**src/rtl/audio_hub_pkg.sv**
```systemverilog
// audio_hub_pkg: shared mode encoding and counter width for the audio stream hub.
package audio_hub_pkg;
  typedef enum logic [1:0] {
    MODE_NORMAL   = 2'd0,
    MODE_LOOPBACK = 2'd1,
    MODE_MUTE     = 2'd2
  } mode_e;
  localparam int DROP_CNT_W = 8;
  // The unused encoding 3 behaves as NORMAL.
  function automatic mode_e decode_mode(input logic [1:0] m);
    return m == 2'd1 ? MODE_LOOPBACK : m == 2'd2 ? MODE_MUTE : MODE_NORMAL;
  endfunction
endpackage

```
**src/rtl/audio_sample_fifo.sv**
```systemverilog
// audio_sample_fifo: registered sample FIFO with flush; pop on empty is ignored.
module audio_sample_fifo #(
  parameter int DW    = 16,
  parameter int DEPTH = 8
) (
  input  logic                     clk_i,
  input  logic                     rst_ni,
  input  logic                     push_i,
  input  logic                     pop_i,
  input  logic                     flush_i,
  input  logic [DW-1:0]            data_i,
  output logic [DW-1:0]            data_o,
  output logic                     full_o,
  output logic                     empty_o,
  output logic [$clog2(DEPTH):0]   count_o
);
  localparam int AW = $clog2(DEPTH);
  logic [DW-1:0] mem_q [DEPTH];
  logic [AW-1:0] wr_q, wr_d, rd_q, rd_d;
  logic [AW:0]   cnt_q, cnt_d;
  logic          do_push, do_pop;
  assign empty_o = cnt_q == '0;
  assign full_o  = cnt_q == (AW+1)'(DEPTH);
  assign count_o = cnt_q;
  assign do_pop  = pop_i & !empty_o;
  assign do_push = push_i & (!full_o | do_pop);
  assign data_o  = empty_o ? '0 : mem_q[rd_q];
  assign wr_d    = flush_i ? '0 : wr_q + AW'(do_push);
  assign rd_d    = flush_i ? '0 : rd_q + AW'(do_pop);
  assign cnt_d   = flush_i ? '0 : cnt_q + (AW+1)'(do_push) - (AW+1)'(do_pop);
  always_ff @(posedge clk_i or negedge rst_ni) begin
    if (!rst_ni) begin
      wr_q  <= '0;
      rd_q  <= '0;
      cnt_q <= '0;
    end else begin
      wr_q  <= wr_d;
      rd_q  <= rd_d;
      cnt_q <= cnt_d;
    end
  end
  always_ff @(posedge clk_i) begin
    if (do_push && !flush_i) mem_q[wr_q] <= data_i;
  end
endmodule

```
**src/rtl/audio_stream_hub.sv**
```systemverilog
// audio_stream_hub: NCH-channel Avalon-ST bridge between codec ADC/DAC ports and the core,
// with record/playback FIFOs, mode select, DAC attenuation and ADC overrun counters.
module audio_stream_hub
  import audio_hub_pkg::*;
#(
  parameter int NCH   = 2,
  parameter int DW    = 16,
  parameter int DEPTH = 8
) (
  input  logic                      i_clk,
  input  logic                      i_rst_n,
  input  logic [1:0]                i_mode,
  input  logic [2:0]                i_atten,
  input  logic [NCH*DW-1:0]         from_adc_data,
  input  logic [NCH-1:0]            from_adc_valid,
  output logic [NCH-1:0]            from_adc_ready,
  output logic [NCH*DW-1:0]         o_rec_data,
  output logic [NCH-1:0]            o_rec_valid,
  input  logic [NCH-1:0]            i_rec_ready,
  input  logic [NCH*DW-1:0]         i_play_data,
  input  logic [NCH-1:0]            i_play_valid,
  output logic [NCH-1:0]            o_play_ready,
  output logic [NCH*DW-1:0]         to_dac_data,
  output logic [NCH-1:0]            to_dac_valid,
  input  logic [NCH-1:0]            to_dac_ready,
  output logic [NCH*DROP_CNT_W-1:0] o_drop_cnt
);
  mode_e mode_q, mode_d, prev_q;
  logic  run_q, flush;
  assign mode_d         = decode_mode(i_mode);
  assign flush          = mode_q != prev_q;
  assign from_adc_ready = {NCH{run_q}};
  always_ff @(posedge i_clk or negedge i_rst_n) begin
    if (!i_rst_n) begin
      mode_q <= MODE_NORMAL;
      prev_q <= MODE_NORMAL;
      run_q  <= 1'b0;
    end else begin
      mode_q <= mode_d;
      prev_q <= mode_q;
      run_q  <= 1'b1;
    end
  end
  for (genvar c = 0; c < NCH; c++) begin : g_ch
    logic [DW-1:0]            rec_head, dac_head, dac_in;
    logic signed [DW-1:0]     dac_att;
    logic                     rec_full, rec_empty, dac_full, dac_empty;
    logic                     adc_fire, rec_pop, dac_push, dac_pop, drop;
    logic [$clog2(DEPTH):0]   rec_cnt, dac_cnt;
    logic                     unused_cnt;
    logic [DROP_CNT_W-1:0]    drop_q, drop_d;
    assign unused_cnt = ^{rec_cnt, dac_cnt};
    assign adc_fire   = from_adc_valid[c] & run_q;
    // In loopback the record head moves straight into the DAC FIFO while it has room.
    assign rec_pop    = !rec_empty & (mode_q == MODE_LOOPBACK ? !dac_full : i_rec_ready[c]);
    assign drop       = adc_fire & rec_full & !rec_pop;
    assign dac_push   = mode_q == MODE_LOOPBACK ? rec_pop
                      : mode_q == MODE_NORMAL & i_play_valid[c] & o_play_ready[c];
    assign dac_pop    = mode_q != MODE_MUTE & to_dac_ready[c];
    assign dac_in     = mode_q == MODE_LOOPBACK ? rec_head : i_play_data[c*DW +: DW];
    assign dac_att    = $signed(dac_head) >>> i_atten;
    assign drop_d     = (drop && drop_q != '1) ? drop_q + DROP_CNT_W'(1) : drop_q;
    assign o_rec_valid[c]                     = mode_q != MODE_LOOPBACK & !rec_empty;
    assign o_rec_data[c*DW +: DW]             = rec_head;
    assign o_play_ready[c]                    = run_q & (mode_q == MODE_MUTE | mode_q == MODE_NORMAL & !dac_full);
    assign to_dac_valid[c]                    = mode_q == MODE_MUTE | !dac_empty;
    assign to_dac_data[c*DW +: DW]            = mode_q == MODE_MUTE ? '0 : dac_att;
    assign o_drop_cnt[c*DROP_CNT_W +: DROP_CNT_W] = drop_q;
    always_ff @(posedge i_clk or negedge i_rst_n) begin
      if (!i_rst_n) drop_q <= '0;
      else          drop_q <= drop_d;
    end
    audio_sample_fifo #(.DW(DW), .DEPTH(DEPTH)) u_rec (
      .clk_i   (i_clk),
      .rst_ni  (i_rst_n),
      .push_i  (adc_fire),
      .pop_i   (rec_pop),
      .flush_i (1'b0),
      .data_i  (from_adc_data[c*DW +: DW]),
      .data_o  (rec_head),
      .full_o  (rec_full),
      .empty_o (rec_empty),
      .count_o (rec_cnt)
    );
    audio_sample_fifo #(.DW(DW), .DEPTH(DEPTH)) u_dac (
      .clk_i   (i_clk),
      .rst_ni  (i_rst_n),
      .push_i  (dac_push),
      .pop_i   (dac_pop),
      .flush_i (flush),
      .data_i  (dac_in),
      .data_o  (dac_head),
      .full_o  (dac_full),
      .empty_o (dac_empty),
      .count_o (dac_cnt)
    );
  end
endmodule

```
**config.mk**
```make
export PLATFORM = sky130hd
export DESIGN_NAME = audio_stream_hub
export DESIGN_NICKNAME = d
export VERILOG_FILES = /design/src/rtl/audio_hub_pkg.sv /design/src/rtl/audio_sample_fifo.sv /design/src/rtl/audio_stream_hub.sv
export SDC_FILE = /design/constraint.sdc
export NUM_CORES = 1
export LEC_CHECK = 0
export CORE_UTILIZATION = 40
export DETAILED_ROUTE_END_ITERATION = 8
export GPL_TIMING_DRIVEN = 0
export SLEW_MARGIN = 20
export SYNTH_ARGS = -nofsm -noshare
export SYNTH_HDL_FRONTEND = slang
export SYNTH_SLANG_ARGS = --single-unit
```
**constraint.sdc**
```tcl
create_clock -name i_clk -period 6.5 [get_ports i_clk]
set_input_delay 0.65 -clock i_clk [delete_from_list [all_inputs] [get_ports i_clk]]
set_output_delay 0.65 -clock i_clk [all_outputs]
set_load 0.02 [all_outputs]
```
==> flow_summary.ini <==
[run_status]
status = finished with violations
violations = DRC

[sta]
final.min_clock_period_ns = 4.38
timing.fmax_mhz = 228
period_share = 0.675
finClkSkew_ns = 0.0307
slew_violations = 0
setup_viol = 0
rsz0062_at_grt = no
setup_tns_ns = 0
relSlewSlack = 0.316
hold_violations = 0
tightest_slew_ns = 1.02

[place]
gp_congestion = 0.789
io_buffers = 163
hpwl_microns = 39800

[clock_network]
tritoncts.num_buffers = 57
clockRootBuffer = clkbuf_16
htree_levels = 2
clock_sink_count = 573
cts_resized = 0
cts_buffer_depth = 3
clk_pin_slew_ns = 0.07
clk_latency_ns = 0.61
cts_setup_buffers = 0
cts_tree = yes

[critical_path]
rr_startpoint = g_ch[1].u_rec.count_o[2]
path_max_fanout = 10
criticalPathCategory = reg -> out
worstPathArrival_ns = 3.73
cp-start-kind = flop
critPathRequiredTime_ns = 5.85
reg2reg_slack_ns = 2.83
end_kind = primary output
worstRegToRegCells = 12
rr_endpoint = g_ch[1].u_rec.count_o[2]

[global_route]
track_usage = 0.186
grt_pass1_wl_microns = 84600
antenna_found_initial = 2
grt_pass1_vias = 13600
grt_overflow = 0
grt_max_degree = 53

[floorplan]
dieArea_sq_um = 61400
num_io_pins = 167
die_w_microns = 248
start_util = 0.407
core_region_area_sq_um = 59400
num_rows = 89
die_h_microns = 248

[drt]
wl_per_cell_microns = 22.5
vias = 13200
wirelength_microns = 56400
drtIter0Drc = 846
ant_nets = 0
drcViolationCount = 18
via_per_inst = 5.28
first_pass_iters = 7

[logic_synthesis]
yosysWarningCount = 0
yosysSeqAreaShare = 0.700
synth-seq-cells = 573
ys.flop_type = edfxtp_1
syn-cell-area_sq_um = 24200
synth.distinct_cells = 57
async_flop_share = 0.106
synth_edf_count = 512
synthCells = 1412
synth_fp_nets = 1536
synth.avg_cell_area_sq_um = 17.1

[cells_and_area]
layout.nets = 1802
drive_gt1_frac = 0.185
area_growth_pct = 21.4
utilization = 0.494

[power]
power_density_nw_per_um2 = 406
power_leakage_nw = 10.0
ir_drop_mv = 0.241

[run]
maxCapViolCount = 0

[hold_path]
hp-class = in -> async
==> critical path, stage by stage (launching register included) <==
cell and delay, ns:
dfrtp_1 0.36, inv_1 0.10, ha_1 0.15, nor3b_1 0.48
clkbuf_1 0.55, clkbuf_1 0.60, a21oi_1 0.26, clkdlybuf4s50_1 0.61
==> registers in the layout, summed over array words and instances (netlist names) <==
| name | flops |
|---|---|
| g_ch.u_rec.rd_q | 6 |
| g_ch.u_dac.count_o | 8 |
| mode_q | 2 |
| run_q | 1 |
| g_ch.u_dac.rd_q | 6 |
| g_ch.u_rec.wr_q | 6 |
| g_ch.drop_q | 16 |
| g_ch.u_dac.wr_q | 6 |
| g_ch.u_rec.mem_q | 256 |
| g_ch.u_dac.mem_q | 256 |
| prev_q | 2 |
| g_ch.u_rec.count_o | 8 |
==> layer usage <==
layer / part of all wire / track usage
met5: 0.00046 / 0
met4: 0.020 / 0.0498
met3: 0.051 / 0.0338
met2: 0.49 / 0.307
met1: 0.44 / 0.254
==> cell type report <==
cell class / count / area (sq um)
fill: 4918 / 30000
sequential: 573 / 16900
multi-input combinational: 738 / 6830
timing repair buffer: 207 / 2120
clock buffer: 79 / 1630
tap: 773 / 967
buffer: 67 / 399
clock inverter: 28 / 348
inverter: 34 / 128
antenna: 1 / 2.50
==> kinds of logic after synthesis <==
kind of cell               after synthesis  share of synthesized area
AOI/OAI and AO/OA                      172                     0.0479
xor gates and xnor gates                32                     0.0116
adders and majority gates               45                     0.0246
buffers and inverters                  101                     0.0218
DFF                                    573                      0.700
muxes                                  235                      0.142
other                                    1                   0.000155
and+or+nand+nor                        253                     0.0518
==> where the power goes <==
part	leakage, nW	internal, mW	switching [mW]
registers	5.41	4.37	0.140
logic	3.64	1.72	2.24
clock network	0.970	2.06	1.37
==> through the flow <==
stage          area, sq um  instances  hold WS, ns  worst slack [ns]  power [mW]
6_report             29300       2500        0.408              2.12        11.9
5_1_grt              29300       2499        0.398              1.83        12.5
4_1_cts              29300       2499        0.380              1.97        12.0
3_5_place_dp         27300       2391        0.492              2.63        8.57
3_3_place_gp         26800       2348        0.485             0.625        8.46
2_1_floorplan        24200       1412        0.354              2.96        7.03
==> cell usage after synthesis, drive strengths merged, types with 4 or more instances <==
library cell | count | area [sq um]
a211oi | 4 | 30.0
ha | 41 | 513
mux2 | 36 | 405
xor2 | 9 | 78.8
fa | 4 | 80.1
nand4 | 6 | 37.5
a21o | 4 | 30.0
nand3 | 4 | 20.0
nor3 | 10 | 50.1
nor2b | 10 | 62.6
dfrtp | 61 | 1530
edfxtp | 512 | 15400
a21oi | 46 | 230
and3 | 20 | 125
a22oi | 47 | 353
o21ai | 7 | 35.0
mux4 | 83 | 1870
clkbuf | 29 | 109
inv | 34 | 128
buf | 38 | 290
nand2 | 85 | 319
xnor2 | 23 | 201
mux2i | 116 | 1160
nand2b | 48 | 300
o22ai | 42 | 263
and2 | 8 | 52.6
nor2 | 51 | 194
==> cell usage in the layout (no fill, tap or decap), drive strengths merged, types with 46 or more instances in the layout <==
cell type,count
mux4,83
nor2,51
mux2i,116
dfrtp,61
a21oi,46
clkdlybuf4s50,162
clkbuf,108
edfxtp,512
nand2b,48
a22oi,47
nand2,85
buf,82
==> how the worst max path moves through the flow <==
stage	startpoint	endpoint	slack, ns	cells past startpoint
2_1_floorplan	g_ch[0].u_rec.count_o[2]	g_ch[0].u_dac.mem_q[0][0]	2.96	7
3_3_place_gp	i_play_valid[0]	g_ch[0].u_dac.mem_q[0][10]	0.63	5
3_5_place_dp	g_ch[1].u_rec.count_o[2]	o_rec_data[29]	2.63	7
4_1_cts	g_ch[1].u_rec.count_o[2]	o_rec_data[29]	1.97	7
5_1_grt	g_ch[1].u_rec.count_o[2]	o_rec_data[29]	1.83	7
6_report	g_ch[1].u_rec.count_o[2]	o_rec_data[29]	2.12	7
==> repair_timing <==
action,4_1_cts,5_1_grt
setup endpoints to repair,0,0
hold buffers,1,0
endpoints found under the hold margin,9,0
Note: power is estimated with default switching activity, not from simulation.
